### config.mk
export PLATFORM = sky130hd
export DESIGN_NAME = pipe_stall_ctrl_flat
export DESIGN_NICKNAME = d
export VERILOG_FILES = /design/src/rtl/pipe_stall_if.sv /design/src/rtl/pipe_stall_ctrl.sv /design/src/flat_wrapper.sv
export SDC_FILE = /design/constraint.sdc
export NUM_CORES = 1
export LEC_CHECK = 0
export BUFFER_PORTS_ARGS = -buffer_cell sky130_fd_sc_hd__buf_2
export CAP_MARGIN = 20
export CORE_MARGIN = 2
export CORE_UTILIZATION = 39
export CTS_CLUSTER_SIZE = 12
export DETAILED_ROUTE_END_ITERATION = 6
export PLACE_DENSITY = 0.83
export SETUP_SLACK_MARGIN = 0.3
export SYNTH_ARGS = -nofsm -noshare
export SYNTH_HDL_FRONTEND = slang
export SYNTH_SLANG_ARGS = --single-unit
### constraint.sdc
create_clock -name clk -period 2.55 [get_ports clk]
set_clock_uncertainty 0.05 [all_clocks]
set_input_delay 0.765 -clock clk [delete_from_list [all_inputs] [get_ports clk]]
set_output_delay 0.765 -clock clk [all_outputs]
set_load 0.02 [all_outputs]
### src/rtl/pipe_stall_if.sv
// Stall/flush controller handshake bundle: hazard requests from the pipeline stages
// and the hold/bubble/flush controls returned to them.
interface pipe_stall_if #(
  parameter int CNT_W  = 4,
  parameter int PERF_W = 32
);
  logic              id_load_use;
  logic              ex_multi_start;
  logic [CNT_W-1:0]  ex_multi_cycles;
  logic              mem_wait;
  logic              id_branch_taken;
  logic [4:0]        stall;
  logic              bubble_idex;
  logic              bubble_exmem;
  logic              bubble_memwb;
  logic              flush_ifid;
  logic              ex_busy;
  logic              ex_done;
  logic [PERF_W-1:0] stall_cycles;

  // Pipeline side: raises requests, consumes controls.
  modport master (
    output id_load_use, ex_multi_start, ex_multi_cycles, mem_wait, id_branch_taken,
    input  stall, bubble_idex, bubble_exmem, bubble_memwb, flush_ifid,
    input  ex_busy, ex_done, stall_cycles
  );

  // Controller side.
  modport slave (
    input  id_load_use, ex_multi_start, ex_multi_cycles, mem_wait, id_branch_taken,
    output stall, bubble_idex, bubble_exmem, bubble_memwb, flush_ifid,
    output ex_busy, ex_done, stall_cycles
  );
endinterface

### src/rtl/pipe_stall_ctrl.sv
// Central stall/flush controller and EX multi-cycle sequencer for the 5-stage pipeline.
// Optional stall-cycle counter enabled by macro PIPE_STALL_PERF_EN.
module pipe_stall_ctrl #(
  parameter int CNT_W  = 4,
  parameter int PERF_W = 32
) (
  input  logic         clk,
  input  logic         rst,
  pipe_stall_if.slave  bus
);
  localparam logic [0:0]       ST_IDLE  = 1'b0;
  localparam logic [0:0]       ST_BUSY  = 1'b1;
  localparam logic [CNT_W-1:0] CNT_ZERO = {CNT_W{1'b0}};
  localparam logic [CNT_W-1:0] CNT_ONE  = CNT_W'(1);
  localparam logic [CNT_W-1:0] CNT_TWO  = CNT_W'(2);

  logic [0:0]       state_r;
  logic [0:0]       state_nxt_s;
  logic [CNT_W-1:0] count_r;
  logic [CNT_W-1:0] count_nxt_s;
  logic [CNT_W-1:0] n_s;
  logic             ex_stall_s;
  logic             ex_done_s;
  logic [4:0]       stall_s;
  logic             bubble_idex_s;
  logic             bubble_exmem_s;
  logic             bubble_memwb_s;

  // Effective op length: a zero length still occupies EX for one cycle.
  always_comb begin
    if (bus.ex_multi_cycles == CNT_ZERO) begin
      n_s = CNT_ONE;
    end else begin
      n_s = bus.ex_multi_cycles;
    end
  end

  // Sequencer next state; count holds the remaining cycles after the next one.
  always_comb begin
    state_nxt_s = state_r;
    count_nxt_s = count_r;
    ex_stall_s  = 1'b0;
    ex_done_s   = 1'b0;
    case (state_r)
      ST_IDLE: begin
        if (bus.ex_multi_start && !bus.mem_wait) begin
          if (n_s == CNT_ONE) begin
            ex_done_s = 1'b1;
          end else begin
            state_nxt_s = ST_BUSY;
            count_nxt_s = n_s - CNT_TWO;
            ex_stall_s  = 1'b1;
          end
        end else begin
          state_nxt_s = ST_IDLE;
        end
      end
      ST_BUSY: begin
        if (bus.mem_wait) begin
          ex_stall_s = 1'b1;
        end else if (count_r == CNT_ZERO) begin
          ex_done_s   = 1'b1;
          state_nxt_s = ST_IDLE;
        end else begin
          count_nxt_s = count_r - CNT_ONE;
          ex_stall_s  = 1'b1;
        end
      end
      default: begin
        state_nxt_s = ST_IDLE;
        count_nxt_s = CNT_ZERO;
      end
    endcase
  end

  // Sequencer state registers.
  always_ff @(posedge clk) begin
    if (rst) begin
      state_r <= ST_IDLE;
      count_r <= CNT_ZERO;
    end else begin
      state_r <= state_nxt_s;
      count_r <= count_nxt_s;
    end
  end

  // Hold/bubble priority: a stalled later stage freezes everything upstream of it.
  always_comb begin
    stall_s        = 5'b00000;
    bubble_idex_s  = 1'b0;
    bubble_exmem_s = 1'b0;
    bubble_memwb_s = 1'b0;
    if (rst) begin
      stall_s = 5'b00000;
    end else if (bus.mem_wait) begin
      stall_s        = 5'b01111;
      bubble_memwb_s = 1'b1;
    end else if (ex_stall_s) begin
      stall_s        = 5'b00111;
      bubble_exmem_s = 1'b1;
    end else if (bus.id_load_use) begin
      stall_s       = 5'b00011;
      bubble_idex_s = 1'b1;
    end else begin
      stall_s = 5'b00000;
    end
  end

  assign bus.stall        = stall_s;
  assign bus.bubble_idex  = bubble_idex_s;
  assign bus.bubble_exmem = bubble_exmem_s;
  assign bus.bubble_memwb = bubble_memwb_s;
  // A held branch stays in ID and flushes on its first unstalled cycle.
  assign bus.flush_ifid   = !rst && bus.id_branch_taken && !stall_s[1];
  assign bus.ex_busy      = !rst && (state_r == ST_BUSY);
  assign bus.ex_done      = !rst && ex_done_s;

`ifdef PIPE_STALL_PERF_EN
  logic [PERF_W-1:0] stall_cycles_r;

  // Saturating count of cycles in which the PC is held.
  always_ff @(posedge clk) begin
    if (rst) begin
      stall_cycles_r <= {PERF_W{1'b0}};
    end else if (stall_s[0] && (stall_cycles_r != {PERF_W{1'b1}})) begin
      stall_cycles_r <= stall_cycles_r + PERF_W'(1);
    end else begin
      stall_cycles_r <= stall_cycles_r;
    end
  end

  assign bus.stall_cycles = rst ? {PERF_W{1'b0}} : stall_cycles_r;
`else
  assign bus.stall_cycles = {PERF_W{1'b0}};
`endif

endmodule

### src/flat_wrapper.sv
// flat-port wrapper written by rule: the top's interface ports become plain ports
module pipe_stall_ctrl_flat 
#(
  parameter int CNT_W  = 4,
  parameter int PERF_W = 32
)
  (clk, rst, bus_id_load_use, bus_ex_multi_start, bus_ex_multi_cycles, bus_mem_wait, bus_id_branch_taken, bus_stall, bus_bubble_idex, bus_bubble_exmem, bus_bubble_memwb, bus_flush_ifid, bus_ex_busy, bus_ex_done, bus_stall_cycles);
  pipe_stall_if #(.CNT_W(CNT_W), .PERF_W(PERF_W)) bus_i ();
  input  logic clk;
  input  logic rst;
  input wire logic [$bits(bus_i.id_load_use)-1:0] bus_id_load_use;
  input wire logic [$bits(bus_i.ex_multi_start)-1:0] bus_ex_multi_start;
  input wire logic [$bits(bus_i.ex_multi_cycles)-1:0] bus_ex_multi_cycles;
  input wire logic [$bits(bus_i.mem_wait)-1:0] bus_mem_wait;
  input wire logic [$bits(bus_i.id_branch_taken)-1:0] bus_id_branch_taken;
  output wire logic [$bits(bus_i.stall)-1:0] bus_stall;
  output wire logic [$bits(bus_i.bubble_idex)-1:0] bus_bubble_idex;
  output wire logic [$bits(bus_i.bubble_exmem)-1:0] bus_bubble_exmem;
  output wire logic [$bits(bus_i.bubble_memwb)-1:0] bus_bubble_memwb;
  output wire logic [$bits(bus_i.flush_ifid)-1:0] bus_flush_ifid;
  output wire logic [$bits(bus_i.ex_busy)-1:0] bus_ex_busy;
  output wire logic [$bits(bus_i.ex_done)-1:0] bus_ex_done;
  output wire logic [$bits(bus_i.stall_cycles)-1:0] bus_stall_cycles;
  assign bus_i.id_load_use = bus_id_load_use;
  assign bus_i.ex_multi_start = bus_ex_multi_start;
  assign bus_i.ex_multi_cycles = bus_ex_multi_cycles;
  assign bus_i.mem_wait = bus_mem_wait;
  assign bus_i.id_branch_taken = bus_id_branch_taken;
  assign bus_stall = bus_i.stall;
  assign bus_bubble_idex = bus_i.bubble_idex;
  assign bus_bubble_exmem = bus_i.bubble_exmem;
  assign bus_bubble_memwb = bus_i.bubble_memwb;
  assign bus_flush_ifid = bus_i.flush_ifid;
  assign bus_ex_busy = bus_i.ex_busy;
  assign bus_ex_done = bus_i.ex_done;
  assign bus_stall_cycles = bus_i.stall_cycles;
  pipe_stall_ctrl #(.CNT_W(CNT_W), .PERF_W(PERF_W)) u_core (.clk(clk), .rst(rst), .bus(bus_i));
endmodule
# After elaboration in Yosys (flattened, before gate mapping)
# Index checks and enable logic that the tools add are counted.
word_totals:
  out_inout_bits: 43
  elab_cells: 50
  register_bits: 5
  inputBits: 10
op_classes:
  addsub: 2
  n_eq_ne: 5
  n_reduce_logical: 11
  muxes: 29
  bitwise: 1
ops:
  columns: ["cell", "count"]
  rows:
  - ["two-way mux 4 bit", 5]
  - ["two-way mux 1 bit", 17]
  - ["two-way mux 5 bit", 3]
  - ["logical NOT 4 bit", 2]
  - ["case mux 4 bit (2 select lines)", 1]
  - ["inequality test 2 bit (second input constant)", 3]
  - ["logical AND 1 bit", 5]
  - ["== test 4 x 1 -> 1 bit (second input constant)", 1]
  - ["case mux 1 bit (2 select lines)", 2]
  - ["AND reduction 4 bit", 1]
  - ["subtractor 4 x 1 -> 4 bit (second input constant)", 1]
  - ["subtractor 4 x 2 -> 4 bit (second input constant)", 1]
  - ["logical NOT 1 bit", 3]
  - ["two-way mux 2 bit", 1]
  - ["inequality test 2 x 1 -> 1 bit (second input constant)", 1]
  - ["inverter 1 bit", 1]

# Logic depth before layout (Yosys ltp)
# Gate-level depths: netlist (run 1).
depth:
  word_depth: 11
  ltp_mapped: 6
  mapped_depth_nobuf: 6

# Worst setup path before layout (run 1)
# Ideal clock, no wire load.
synth_path:
  path_type: "input to output"
  startpoint: "input port bus_mem_wait"
  endpoint: "output port bus_stall[1]"
  stages: 4
  required_ps: 1735
  arrival_ps: 2040
  path_buffers: 1
  path_slack_ps: -305
  path_cell_list: "or3b_4 o22a_1 a21oi_1 buf_4"
synth_between:
  elab_chain_cells: 7
  elab_cells_between_ends: 8
  classes_between: "mux: 6; reduce/logical: 2"
synth_lines:
  columns: ["element", "line_no", "rtl"]
  rows:
  - ["start: declaration", "flat_wrapper.sv:14", "input wire logic [$bits(bus_i.mem_wait)-1:0] bus_mem_wait;"]
  - ["logical NOT 1 bit", "pipe_stall_ctrl.sv:46", "if (bus.ex_multi_start && !bus.mem_wait) begin"]
  - ["logical AND 1 bit", "pipe_stall_ctrl.sv:46", null]
  - ["two-way mux 1 bit", "pipe_stall_ctrl.sv:46", null]
  - ["case mux 1 bit (2 select lines)", "pipe_stall_ctrl.sv:44", "case (state_r)"]
  - ["two-way mux 5 bit", "pipe_stall_ctrl.sv:98", "end else if (ex_stall_s) begin"]
  - ["two-way mux 5 bit (*)", "pipe_stall_ctrl.sv:95", "end else if (bus.mem_wait) begin"]
  - ["two-way mux 5 bit (*)", "pipe_stall_ctrl.sv:93", "if (rst) begin"]
  - ["end: declaration", "flat_wrapper.sv:16", "output wire logic [$bits(bus_i.stall)-1:0] bus_stall;"]
# Mark *: on every way between the ends. The rest lies on a longest branch, timed or not.

# Worst setup path in the final report (run 1)
layout_path:
  startpoint: "input port bus_mem_wait"
  endpoint: "output port bus_flush_ifid"
layout_between:
  elab_chain_cells: 9
  elab_cells_between_ends: 10
  classes_between: "mux: 6; reduce/logical: 4"
layout_lines:
  columns: ["element", "line_no", "rtl"]
  rows:
  - ["logical NOT 1 bit", "pipe_stall_ctrl.sv:46", null]
  - ["logical AND 1 bit", "pipe_stall_ctrl.sv:46", null]
  - ["two-way mux 1 bit", "pipe_stall_ctrl.sv:46", null]
  - ["case mux 1 bit (2 select lines)", "pipe_stall_ctrl.sv:44", null]
  - ["two-way mux 5 bit", "pipe_stall_ctrl.sv:98", null]
  - ["two-way mux 5 bit (*)", "pipe_stall_ctrl.sv:95", null]
  - ["two-way mux 5 bit (*)", "pipe_stall_ctrl.sv:93", null]
  - ["logical NOT 1 bit (*)", "pipe_stall_ctrl.sv:114", "assign bus.flush_ifid = !rst && bus.id_branch_taken && !stall_s[1];"]
  - ["logical AND 1 bit (*)", "pipe_stall_ctrl.sv:114", null]
  - ["end: declaration", "flat_wrapper.sv:20", "output wire logic [$bits(bus_i.flush_ifid)-1:0] bus_flush_ifid;"]
# Marked as above.

==> impl_metrics.json, run 1 <==
{
  "cp-end-kind": "output pin",
  "worst-path-max-fanout": 5,
  "area.growth.synth_to_final_pct": 23.8,
  "status": "finished, violations left",
  "min_period_ps": 2670,
  "gp_congestion": 0.738,
  "seqPwrFrac": 0.257,
  "cp-start-kind": "input pin",
  "syn_inst": 89,
  "rsz0062_at_grt": "true",
  "powerDensity_nw_per_um2": 410,
  "num_vias": 588,
  "first_pass_iters": 4,
  "antenna_cells": 0,
  "drv_cap": 0,
  "final_cell_mix": "conb_1, buf_4, buf_2",
  "placed_area_um2": 779,
  "pin_count": 53,
  "cts_made_buffers": 3,
  "p_sw_frac": 0.415,
  "start_util": 0.412,
  "instances_no_fill": 141,
  "min_path_type": "flop to flop",
  "setup_slack_ps": -124,
  "criticalPathCategory": "input pin to output pin",
  "synth_enable_flop_cells": 0,
  "worstSkewPairLatency_ps": 250,
  "async_reset_ff_frac": 0,
  "h-tree-depth": 1,
  "synthFlopType": "dfxtp_1",
  "die-area_um2": 2180,
  "fin_area_um2": 880,
  "grt_max_degree": 13,
  "cp_cell_sequence": "buf_8 > or3b_4 > o22a_4 > and4b_1 > buf_6",
  "cts_tree": "built",
  "clock_power_share": 0.257,
  "drtIter0Drc": 12,
  "path_clk_slew_ps": 40,
  "ys_ff_latch": 5,
  "hold_viol_final": 0,
  "dpl.hpwl_mm": 1.10,
  "die_w_um": 46.7,
  "fp.dieH_um": 46.7,
  "drive_gt1_frac": 0.379,
  "grt_pass1_vias": 539,
  "fmax_ghz": 0.374,
  "avgViaCountPerCell": 4.17,
  "switchingPower_w": 0.000150,
  "regToRegSetupSlack_ps": 740,
  "core_area_um2": 1730,
  "period_share": 1.05,
  "grt_use_total": 0.153,
  "arrival_ps": 1860,
  "row_count": 15,
  "final_max_slew_viol_count": 0,
  "leakage_nw": 0.438,
  "drt.antenna.violating_nets": 0,
  "avgSynthCellArea_um2": 7.99,
  "drt_wl_total_mm": 1.42,
  "dp.cells": 136,
  "violations": "setup timing",
  "root_buffer": "clkbuf_4",
  "ys_seq_area_frac": 0.141,
  "synthDistinctLibCells": 29,
  "gr-total-overflow": 0,
  "layout_commonest_cell": "conb_1",
  "clock_sinks": 5,
  "numPortBuffers": 19,
  "cts_hold_buf": 0,
  "cpMaxStageDelayCell": "or3b_4",
  "ir_worst_vdd_mv": 0.217,
  "wl_per_cell_um": 10.1,
  "critPathRequiredTime_ps": 1740,
  "drc_errors": 0,
  "grt_pass1_wl_mm": 2.28,
  "fin_hold_ws_ps": 467,
  "finalSetupViolations": 7,
  "fin_nets": 130,
  "clk_path_buf_depth": 2,
  "yosysWarnings": 0,
  "antenna_found_initial": 0,
  "p_int_w": 0.000211,
  "comb_power_share": 0.486,
  "syn_area_um2": 711,
  "max_stage_delay_ps": 370
}
per-layer routing:
metal	vias up	share of wire	track usage
met5	-	0	0
met4	0	0.012	0.100
met3	4	0.081	0.0235
met2	41	0.54	0.269
met1	260	0.36	0.166
li1	283	-	-
logic make-up after synthesis:
| family | after synthesis | share of synthesized area |
|---|---|---|
| buffers and inverters | 43 | 0.414 |
| and+or+nand+nor | 21 | 0.181 |
| AOI/OAI and AO/OA | 13 | 0.166 |
| DFF | 5 | 0.141 |
| adders and majority gates | 3 | 0.0528 |
| muxes | 2 | 0.0282 |
| other | 1 | 0.00528 |
| xor gates and xnor gates | 1 | 0.0123 |
critical path: cells and delay by family:
kind            cells  cell delay, ps
buf+inv             2             240
simple gates        2             580
compound gates      1             270
final timing paths:
check / cells past startpoint / to / from
setup / recovery: 5 / bus_flush_ifid / bus_mem_wait
hold / removal: 2 / u_core.count_r[1] / u_core.count_r[1]
setup reg to reg: 7 / u_core.count_r[2] / u_core.count_r[0]
hold reg to reg: 2 / u_core.count_r[1] / u_core.count_r[1]
per-stage QoR:
stage	setup slack (ps)	TNS, ps	util	total power [W]
after floorplan	-82.3	-82.3	-	0.000254
after global placement	-215	-1060	0.451	0.000248
after detailed placement	-212	-1140	0.451	0.000252
after CTS	-134	-655	0.509	0.000361
after global routing	-169	-793	0.509	0.000386
final	-124	-583	0.509	0.000361
cell type report:
class                   instances  area, um^2
flip-flops and latches          5         100
multi-input cells              73         488
well taps                      25        31.3
fillers                       163         847
repair buffers                 28         211
clock buffers                   4        26.3
inverters                       6        22.5
sequential cells by signal (all words and copies together), names as in the netlist:
signal	count
u_core.count_r	4
u_core.state_r	1
power groups by stage:
stage	registers, W	logic, W	clock network [W]
detailed placement	0.0000940	0.000158	0
global placement	0.0000938	0.000154	0
CTS	0.0000926	0.000173	0.0000953
global route	0.0000938	0.000190	0.000103
finish	0.0000926	0.000175	0.0000928
floorplan	0.0000903	0.000163	0
cells in the mapped netlist (all sizes together), types with 2 or more instances:
cell / instances / area share
ha: 3 / 0.053
a21oi: 3 / 0.021
dfxtp: 5 / 0.14
o21ai: 3 / 0.026
nand2: 2 / 0.011
mux2i: 2 / 0.028
nor2: 8 / 0.042
o22a: 2 / 0.025
nor3: 3 / 0.021
inv: 6 / 0.032
buf: 36 / 0.38
timing repair:
| action | in CTS | in global routing |
|---|---|---|
| gates cloned | 0 | 0 |
| pin swaps | 4 | 2 |
| endpoints found under the hold margin | 0 | 0 |
| setup buffers | 1 | 0 |
| gates resized for setup | 20 | 0 |
| endpoints found under the setup margin | 9 | 9 |
(Power assumes the default switching activity.)
==> run 2, diff against run 1 <==
- CORE_ASPECT_RATIO: default -> 0.8
- clock period: 2.55 -> 2.8 ns (I/O delays scaled with it)
==> impl_metrics.json, run 2 (synthesis gave the netlist of run 1 again) <==
{
  "status": "finished, violations left",
  "violations": "setup timing",
  "critPathRequiredTime_ps": 1910,
  "hold_viol_final": 0,
  "min_path_type": "flop to flop",
  "setup_slack_ps": -54.8,
  "comb_power_share": 0.488,
  "row_count": 13,
  "drt_wl_total_mm": 1.55,
  "finalSetupViolations": 3,
  "fillerInstances": 159,
  "die-area_um2": 2180,
  "grt_pass1_vias": 576,
  "min_period_ps": 2850,
  "regToRegSetupSlack_ps": 960,
  "layout_commonest_cell": "conb_1",
  "worstSkewPairLatency_ps": 230,
  "fmax_ghz": 0.350,
  "grt_max_degree": 13,
  "core_area_um2": 1680,
  "cts_hold_buf": 0,
  "p_sw_frac": 0.419,
  "gr-total-overflow": 0,
  "clock_power_share": 0.251,
  "rr_worst_depth": 7,
  "p_int_w": 0.000190,
  "clock_sinks": 5,
  "fp.dieH_um": 42.2,
  "register_area_um2": 100,
  "antenna_found_initial": 0,
  "cp_cell_sequence": "buf_8 > or3b_4 > o22a_4 > and4b_1 > buf_6",
  "drc_errors": 0,
  "largest_reg_flops": 4,
  "root_buffer": "clkbuf_4",
  "clk_path_buf_depth": 2,
  "numPortBuffers": 19,
  "worst-path-max-fanout": 5,
  "die_w_um": 51.7,
  "tns_ps": -89.6,
  "dpl.hpwl_mm": 1.09,
  "period_share": 1.02,
  "holdPathStages": 2,
  "cpMaxStageDelayCell": "or3b_4",
  "drtIter0Drc": 10,
  "final_cell_mix": "conb_1, buf_2, nor2_1, buf_4",
  "fin_hold_ws_ps": 497,
  "grt_use_total": 0.143,
  "cp-start-kind": "input pin",
  "reg.largest.list": "u_core.count_r x4, u_core.state_r x1",
  "cp-end-kind": "output pin",
  "antenna_cells": 0,
  "h-tree-depth": 1,
  "drv_cap": 0,
  "multi_input_area_um2": 497,
  "arrival_ps": 1960,
  "drive_gt1_frac": 0.363,
  "seqPwrFrac": 0.262,
  "rsz0062_at_grt": "true",
  "start_util": 0.424,
  "grt_pass1_wl_mm": 2.44,
  "gp_congestion": 0.797,
  "powerDensity_nw_per_um2": 378,
  "area.growth.synth_to_final_pct": 21.5,
  "first_pass_iters": 4,
  "max_stage_delay_ps": 380,
  "num_vias": 591,
  "leakage_nw": 0.426,
  "path_clk_slew_ps": 50,
  "avgViaCountPerCell": 4.38,
  "drt.antenna.violating_nets": 0,
  "pin_count": 53,
  "switchingPower_w": 0.000137,
  "cts_tree": "built",
  "criticalPathCategory": "input pin to output pin",
  "largest_register": "u_core.count_r",
  "cts_made_buffers": 3,
  "wl_per_cell_um": 11.5,
  "ir_worst_vdd_mv": 0.383,
  "fin_nets": 127,
  "final_max_slew_viol_count": 0
}
==> run 2: repair_timing <==
item	4_1_cts	5_1_grt
setup buffers	1	0
endpoints found under the hold margin	0	0
gates resized for setup	19	2
pin swaps	4	3
setup endpoints to repair	7	7
==> run 2: layout make-up <==
class                   instances  share of cell area
clock buffers                   4              0.0304
well taps                      22              0.0319
multi-input cells              73               0.575
flip-flops and latches          5               0.116
inverters                       6              0.0261
repair buffers                 25               0.220
==> run 2: power groups by stage <==
stage          combinational [W]  clock (W)  sequential, W
6_report                0.000159  0.0000818      0.0000854
5_1_grt                 0.000172  0.0000911      0.0000856
4_1_cts                 0.000154  0.0000839      0.0000848
3_5_place_dp            0.000141          0      0.0000861
3_3_place_gp            0.000138          0      0.0000855
2_1_floorplan           0.000149          0      0.0000822
==> run 2: path summary, 6_finish.rpt <==
check / from / end
min reg2reg: u_core.count_r[1] / u_core.count_r[1]
max reg2reg: u_core.count_r[0] / u_core.count_r[2]
min: u_core.count_r[1] / u_core.count_r[1]
max: bus_mem_wait / bus_flush_ifid
==> run 2: worst max-delay path: cells and delay by family <==
family | cells | cell delay [ps]
AND/OR/NAND/NOR | 2 | 610
AO/OA/AOI/OAI | 1 | 270
buffers and inverters | 2 | 240
==> run 2: layer usage <==
metal,part of all wire,GRT usage,vias to the layer above
li1,-,-,278
met1,0.36,0.146,272
met2,0.55,0.267,37
met3,0.068,0.0286,4
met4,0.022,0.0789,0
met5,0,0,-
==> run 2: through the flow <==
step / power, W / worst slack [ps] / std cells / util / cell area [um^2]
global route: 0.000349 / -117 / 135 / 0.515 / 863
CTS: 0.000323 / -27.1 / 135 / 0.508 / 851
floorplan: 0.000231 / 17.7 / 121 / - / 868
finish: 0.000327 / -54.8 / 135 / 0.515 / 863
global placement: 0.000223 / -93.0 / 130 / 0.450 / 753
detailed placement: 0.000227 / -142 / 130 / 0.450 / 753
